[src/rtl/rng_byte_packer.sv]
// Packs a random bit stream (optionally von Neumann debiased) MSB-first into bytes
// and buffers them in a small FIFO; any NIST health error blocks output until reset.
module rng_byte_packer #(
  parameter int DEPTH = 4,
  parameter int LW    = 3
) (
  input  logic          clk,
  input  logic          rst,
  input  logic          rnd_in,
  input  logic [3:0]    err_in,
  input  logic          vn_en,
  output logic [7:0]    out_data,
  output logic          out_valid,
  input  logic          out_ready,
  output logic [LW-1:0] fifo_level,
  output logic          overflow,
  output logic          health_fail
);

  localparam int PW = (DEPTH > 1) ? $clog2(DEPTH) : 1;

  // Handshake: a byte moves on every rising edge where out_valid && out_ready;
  // out_data is held stable while out_valid=1 and out_ready=0.

  logic [6:0]    shreg_q, shreg_d;
  logic [2:0]    cnt_q, cnt_d;
  logic          phase_q, phase_d;
  logic          first_q, first_d;
  logic          vn_prev_q, vn_prev_d;
  logic [PW-1:0] wr_ptr_q, wr_ptr_d;
  logic [PW-1:0] rd_ptr_q, rd_ptr_d;
  logic [LW-1:0] level_q, level_d;
  logic          overflow_q, overflow_d;
  logic          fail_q, fail_d;
  logic [7:0]    mem_q [DEPTH];
  logic [7:0]    mem_d [DEPTH];

  logic          mode_chg;
  logic          bit_ok;
  logic          bit_val;
  logic          byte_done;
  logic [7:0]    new_byte;
  logic          pop;
  logic          push;
  logic          full;

  assign out_valid   = (level_q != '0) && !fail_q;
  assign out_data    = mem_q[rd_ptr_q];
  assign fifo_level  = level_q;
  assign overflow    = overflow_q;
  assign health_fail = fail_q;

  always_comb begin
    shreg_d    = shreg_q;
    cnt_d      = cnt_q;
    phase_d    = phase_q;
    first_d    = first_q;
    vn_prev_d  = vn_en;
    wr_ptr_d   = wr_ptr_q;
    rd_ptr_d   = rd_ptr_q;
    level_d    = level_q;
    overflow_d = overflow_q;
    fail_d     = fail_q;
    mem_d      = mem_q;
    bit_ok     = 1'b0;
    bit_val    = rnd_in;
    mode_chg   = (vn_en != vn_prev_q);

    // A mode change realigns the pair so the current bit starts a fresh pair.
    if (vn_en) begin
      if (mode_chg || !phase_q) begin
        first_d = rnd_in;
        phase_d = 1'b1;
      end else begin
        phase_d = 1'b0;
        if (rnd_in != first_q) begin
          bit_ok  = 1'b1;
          bit_val = first_q;
        end
      end
    end else begin
      phase_d = 1'b0;
      bit_ok  = 1'b1;
    end

    byte_done = bit_ok && (cnt_q == 3'd7);
    new_byte  = {shreg_q, bit_val};
    if (bit_ok) begin
      shreg_d = {shreg_q[5:0], bit_val};
      cnt_d   = cnt_q + 3'd1;
    end

    pop  = out_valid && out_ready;
    full = (level_q == LW'(DEPTH));
    push = byte_done && (!full || pop);

    if (pop) begin
      rd_ptr_d = rd_ptr_q + 1'b1;
    end
    if (push) begin
      mem_d[wr_ptr_q] = new_byte;
      wr_ptr_d        = wr_ptr_q + 1'b1;
    end
    if (push && !pop) begin
      level_d = level_q + 1'b1;
    end else if (pop && !push) begin
      level_d = level_q - 1'b1;
    end
    if (byte_done && !push) begin
      overflow_d = 1'b1;
    end

    // A health error outranks push, pop and overflow, and latches until reset.
    if (fail_q || (err_in != 4'd0)) begin
      fail_d     = 1'b1;
      shreg_d    = '0;
      cnt_d      = '0;
      phase_d    = 1'b0;
      first_d    = 1'b0;
      wr_ptr_d   = '0;
      rd_ptr_d   = '0;
      level_d    = '0;
      overflow_d = overflow_q;
      mem_d      = mem_q;
    end
  end

  always_ff @(posedge clk) begin
    if (rst) begin
      shreg_q    <= '0;
      cnt_q      <= '0;
      phase_q    <= 1'b0;
      first_q    <= 1'b0;
      vn_prev_q  <= 1'b0;
      wr_ptr_q   <= '0;
      rd_ptr_q   <= '0;
      level_q    <= '0;
      overflow_q <= 1'b0;
      fail_q     <= 1'b0;
      for (int i = 0; i < DEPTH; i++) begin
        mem_q[i] <= 8'h00;
      end
    end else begin
      shreg_q    <= shreg_d;
      cnt_q      <= cnt_d;
      phase_q    <= phase_d;
      first_q    <= first_d;
      vn_prev_q  <= vn_prev_d;
      wr_ptr_q   <= wr_ptr_d;
      rd_ptr_q   <= rd_ptr_d;
      level_q    <= level_d;
      overflow_q <= overflow_d;
      fail_q     <= fail_d;
      for (int i = 0; i < DEPTH; i++) begin
        mem_q[i] <= mem_d[i];
      end
    end
  end

endmodule

[config.mk]
export PLATFORM = sky130hd
export DESIGN_NAME = rng_byte_packer
export DESIGN_NICKNAME = d
export VERILOG_FILES = /design/src/rtl/rng_byte_packer.sv
export SDC_FILE = /design/constraint.sdc
export NUM_CORES = 1
export LEC_CHECK = 0
export CORE_MARGIN = 2
export CORE_UTILIZATION = 61
export CTS_CLUSTER_DIAMETER = 120
export CTS_CLUSTER_SIZE = 28
export DETAILED_ROUTE_END_ITERATION = 6
export PLACE_DENSITY = 0.84
export SYNTH_ARGS = -nofsm -noshare
export SYNTH_HDL_FRONTEND = slang
export SYNTH_SLANG_ARGS = --single-unit
[constraint.sdc]
create_clock -name clk -period 5.2 [get_ports clk]
set_input_delay 0.52 -clock clk [delete_from_list [all_inputs] [get_ports clk]]
set_output_delay 0.52 -clock clk [all_outputs]
set_load 0.005 [all_outputs]
# [Yosys cells after proc, flatten, opt, wreduce, memory -nomap -nowiden]
# Cells that the tools add are included.
[totals] ff_bits=54 latchBits=0 ram_bits=0 rom_bits=0 in_bits=9 out_inout_bits=14 memories=0
[classes] add_sub_neg=5 multipliers=0 div=0 order_cmp=3 n_eq_ne=4 shift=0 mux=15 bitwise=4 reduce_logical=24
[ops] op="bitwise mux 32 bit" count=1
[ops] op="two-way mux 8 bit" count=3
[ops] op="binary-select mux 8 bit (select 2 bit)" count=1
[ops] op="demux 8 bit (select 2 bit)" count=1
[ops] op="logical AND 1 bit" count=8
[ops] op="two-way mux 1 bit" count=7
[ops] op="adder 3 x 1 -> 3 bit, second input constant" count=2
[ops] op="== test 3 bit, second input constant" count=2
[ops] op=">= comparator 3 bit, second input constant" count=2
[ops] op="two-way mux 3 bit" count=2
[ops] op="inverter 2 -> 3 bit" count=2
[ops] op="AND reduction 2 bit" count=3
[ops] op="zero test 1 bit" count=5
[ops] op="adder 2 x 1 -> 2 bit, second input constant" count=2
[ops] op="nonzero test 4 bit" count=1
[ops] op="logical OR 1 bit" count=3
[ops] op="less-than comparator 3 x 1 -> 1 bit, second input constant" count=1
[ops] op="nonzero test 3 bit" count=1
[ops] op="OR reduction 3 bit" count=1
[ops] op="subtractor 3 x 1 -> 3 bit, second input constant" count=1
[ops] op="!= test 1 bit" count=2
[ops] op="inverter 1 bit" count=2
[ops] op="nonzero test 2 bit" count=1
[ops] op="OR reduction 2 bit" count=1

# [Logic depth before layout (Yosys ltp)]
[logic_depth] word_depth=10 depth_mapped=10

# [Worst setup path before layout]
# Ideal clock, no wire load.
[synth_timing] kind="input to register" startpoint="input port rnd_in" endpoint="register level_q[2] (netlist: fifo_level[2])" arrival_time_ns=2.382 required_time_ns=5.130 path_slack_ns=2.748 path_stages=10 n_path_buf=1 cell_sequence="clkbuf_2 xnor2_1 o21ai_1 and3_1 ha_1 inv_1 fa_1 xor2_1 or3_1 a21oi_1"
[synth_between] elab_chain_len=9 word_cells_on_any_way=11 classes_between="eq/ne (1); mux (4); reduce/logical (6)"
[synth_lines] element="start: declaration" line="9" rtl="input logic rnd_in,"
[synth_lines] element="!= test 1 bit (*)" line="76" rtl="if (rnd_in != first_q) begin"
[synth_lines] element="two-way mux 1 bit (*)" line="76"
[synth_lines] element="two-way mux 1 bit (*)" line="71" rtl="if (mode_chg || !phase_q) begin"
[synth_lines] element="two-way mux 1 bit (*)" line="70" rtl="if (vn_en) begin"
[synth_lines] element="logical AND 1 bit (*)" line="86" rtl="byte_done = bit_ok && (cnt_q == 3'd7);"
[synth_lines] element="logical AND 1 bit (*)" line="95" rtl="push = byte_done && (!full || pop);"
[synth_lines] element="named net push" line="44" rtl="logic push;"
[synth_lines] element="zero test 1 bit" line="106" rtl="end else if (pop && !push) begin"
[synth_lines] element="logical AND 1 bit" line="106"
[synth_lines] element="nonzero test 2 bit (no line)"
[synth_lines] element="end signal: assignment" line="151" rtl="level_q <= level_d;"
[synth_lines] element="end: declaration" line="32" rtl="logic [LW-1:0] level_q, level_d;"
# Mark *: on every way through the listed nets, which the timed path passes. The rest lies on a longest branch.
# A chain may end at the register's enable or synchronous reset.

# [Worst setup path after layout]
# Same ends and word-level chain as after synthesis.

==> summary by stage <==
STA
The upper clock frequency limit is 362 MHz. The number of hold violations in the final report is 0. The clock period could shrink to 2760 ps. Setup violations remaining at the end of the flow were counted as 0. The post-route fraction of the period consumed by the critical path is 53.1%. Between clock sinks in the finished design, the worst skew comes to between 6 and 7 ps.

The summed negative setup slack over all endpoints is 0 ps. The actual transition at the worst max-transition pin is 777 ps. The final count of pins violating max slew came to 0. Setup repair after global routing left no endpoint under its margin. The relative slew slack is 47.8%. The setup slack of the critical path after layout is roughly 2400 ps.

Drt
The detailed-route DRC error count is 0. After detailed routing, the number of vias per cell comes to 5.55. The detailed-route via count is between 1500 and 2000. The routed wire length is 4.85 mm. The count of nets left with antenna violations after detail routing is 0.

The per-cell routed wire length is roughly 15 µm. For this block, the initial DRC count from the detailed router was 80. The number of optimization iterations in the first detailed-route pass is 4.

Global routing
The initial antenna violation count is 0. The first global-routing pass estimated 8.00 mm of wire. The overall overflow remaining after global route is 0.

The total routing resource utilization after global routing is a little under a quarter. The pin count of the biggest net entering global routing is 45. The via count of the first global-routing pass is 1701.

Power and ir drop
The switching power as a share of total power is roughly 22%. The sequential group share of total power is 56.4%. Summed over all cells, the static leakage comes to approximately 1.1 nW. The design internal power is 0.000575 W. In this run, the clock network consumes about 40% of the power.

The overall power after layout is between 0.0007 and 0.0008 W. For this design the ratio of total power to cell area is 255 mW/mm². The worst-case vdd ir drop is 0.171 mV. Per report_power, the combinational group accounts for 3.7% of the total. For this design the total switching power over the nets is 0.000161 W.

Worst setup path
In this run the worst path has a maximum fanout of 14. The required time of the worst setup path is 5440 ps. The critical path capture point type is a register. The data arrival time at the worst-slack endpoint is roughly 3000 ps. The flop-to-flop setup slack is 2830 ps.

The startpoint type of the worst setup path is an input pin. The critical path start-end classification is in2reg.

Flow run
The max capacitance violation total is 0.

Layout
The number of nets in the layout is 285. The final-layout fill cell count is 324. The library cells used most frequently in the layout, excluding fill and tap cells, are 54 x sky130_fd_sc_hd__dfxtp_1, 36 x sky130_fd_sc_hd__nand2b_1, 30 x sky130_fd_sc_hd__mux2i_1. The library cell used most frequently in the layout, excluding fill and tap cells, is sky130_fd_sc_hd__dfxtp_1. Of the cells placed in the final design, the portion with a size suffix greater than 1 is 10.8%. The layout-stage area growth over the synthesis result is 13.4%.

The number of antenna diodes in the final layout is 0.

Logic synthesis
The prevailing post-synth register cell is sky130_fd_sc_hd__dfxtp_1. The Yosys step of the flow raised 0 warnings. The post-synthesis instance total is 253. The mean cell area of the mapped netlist is 10.1 µm².

In this run, synthesis produced a sequential element count of 54. Counting flops with an async set or reset pin after synthesis yields a share of 0%. The synthesized design contains 0 enable-type register cells.

The combined area of all synthesized cells is 0.00255 mm². Synthesis produced a netlist with a net count of 270. The fraction of the yosys area taken by sequential cells is 42.3%. The count of unique library cells instantiated by Yosys is 43.

Run status
The run finished with clean final reports.

Clock tree
TritonCTS built the clock tree. The clock insertion delay at the later pin of the skew report is ~320 ps. The H-tree generated during clock tree synthesis spans 2 levels. The number of hold buffers added after CTS was 0.

The maximum number of buffers from clock root to sink is 2. The register clock-pin slew on the reported worst setup and hold paths is 100 ps. CTS saw 54 sinks.

Counting the buffers created by CTS gives 5. The cell chosen for the clock root is sky130_fd_sc_hd__clkbuf_8. After clock tree synthesis, the repair step resized 0 gates. The number of setup buffers added after CTS is 0.

Floorplanning
For this configuration, the core starts out at a cell density of 63.4%. The die span in y is roughly 69 µm. The horizontal die dimension is about 69 µm. The die covers around 0.0047 mm². The count of boundary I/O pins is 23. The region available for standard cell placement spans roughly 0.004 mm². In this run the core area contains 23 standard-cell rows.

Placement
Once detailed placement completed, the half-perimeter wirelength came to 3.40 mm. At the placement stage, the worst setup path has a slack of 2110 ps. The last weighted congestion value of the routability-driven placer is 0.719. The count of input and output buffers is 22.

Hold path
The tightest min-delay check is of the reg2reg type.
[final cells by class]
| cell class | count | area (µm²) | share of cell area [%] |
|---|---|---|---|
| timing repair buffer | 24 | 235 | 8.12 |
| clock buffer | 5 | 68.8 | 2.38 |
| inverter | 5 | 18.8 | 0.648 |
| multi-input combinational | 178 | 1380 | 47.7 |
| tap | 50 | 62.6 | 2.16 |
| sequential | 54 | 1080 | 37.3 |
| clock inverter | 3 | 48.8 | 1.69 |
[cell families (layout without fill, tap and decap cells)]
| group | Yosys count | after routing | share of synthesized area (%) |
|---|---|---|---|
| simple gates | 102 | 102 | 22.0 |
| flops | 54 | 54 | 42.3 |
| mux | 43 | 43 | 21.5 |
| buf+inv | 21 | 37 | 3.63 |
| compound gates | 19 | 19 | 4.31 |
| fa+ha+maj | 8 | 8 | 4.21 |
| xor+xnor | 6 | 6 | 2.06 |
[metrics by stage]
step	std cells	util [%]	hold slack, ps	instance area, µm²
6_report	319	71.9	468	2900
3_5_place_dp	311	68.9	456	2780
5_1_grt	319	71.9	487	2900
3_3_place_gp	311	68.9	445	2780
2_1_floorplan	253	-	432	2550
4_1_cts	319	71.9	472	2900
[path summary, 6_finish.rpt]
path / to / startpoint / cells past startpoint
min reg2reg: overflow / overflow / 2
max: fifo_level[2] / rnd_in / 11
max reg2reg: fifo_level[2] / first_q / 10
min: overflow / overflow / 2
[per-layer routing]
| layer | vias to the layer above | track usage (%) | share of wire (%) |
|---|---|---|---|
| met2 | 31 | 37.5 | 48 |
| li1 | 894 | - | - |
| met1 | 834 | 30.5 | 46 |
| met5 | - | 0 | 0 |
| met4 | 0 | 9.80 | 1.7 |
| met3 | 10 | 4.71 | 3.8 |
[cell usage after synthesis (all sizes together) (2+ instances only)]
| cell | count | area share, % |
|---|---|---|
| dfxtp | 54 | 42 |
| nand2b | 36 | 8.8 |
| mux2i | 30 | 12 |
| nand2 | 28 | 4.1 |
| clkbuf | 12 | 1.8 |
| a21oi | 11 | 2.2 |
| nor2 | 10 | 1.5 |
| mux4 | 8 | 7.1 |
| ha | 7 | 3.4 |
| nor2b | 6 | 1.5 |
| inv | 5 | 0.74 |
| mux2 | 5 | 2.6 |
| buf | 4 | 1.1 |
| nand3 | 4 | 0.78 |
| or3 | 4 | 1.2 |
| xor2 | 4 | 1.4 |
| o21ai | 3 | 0.59 |
| or4 | 3 | 1.0 |
| and2b | 2 | 0.59 |
| nor4 | 2 | 0.74 |
| or2 | 2 | 0.59 |
| xnor2 | 2 | 0.69 |
[sequential cells by signal, summed over array words and instances (netlist names)]
signal,count
phase_q,1
mem_q,32
shreg_q,7
cnt_q,3
first_q,1
health_fail,1
vn_prev_q,1
overflow,1
rd_ptr_q,2
wr_ptr_q,2
fifo_level,3
[worst max-delay path: stages]
cell and delay (ps):
sky130_fd_sc_hd__clkdlybuf4s50_1 590, sky130_fd_sc_hd__xnor2_1 120, sky130_fd_sc_hd__o21ai_1 120, sky130_fd_sc_hd__buf_4 200, sky130_fd_sc_hd__and3_1 200, sky130_fd_sc_hd__ha_1 190
sky130_fd_sc_hd__inv_1 70, sky130_fd_sc_hd__fa_1 390, sky130_fd_sc_hd__xor2_1 160, sky130_fd_sc_hd__or3_1 300, sky130_fd_sc_hd__a21oi_1 140
[power groups by stage]
stage,Sequential [W],Combinational [W],Clock (W)
after global routing,0.000416,0.0000298,0.000315
after floorplan,0.000425,0.0000166,0
after global placement,0.000425,0.0000269,0
after CTS,0.000415,0.0000274,0.000299
final,0.000415,0.0000274,0.000294
after detailed placement,0.000425,0.0000273,0
(Power assumes the default switching activity.)
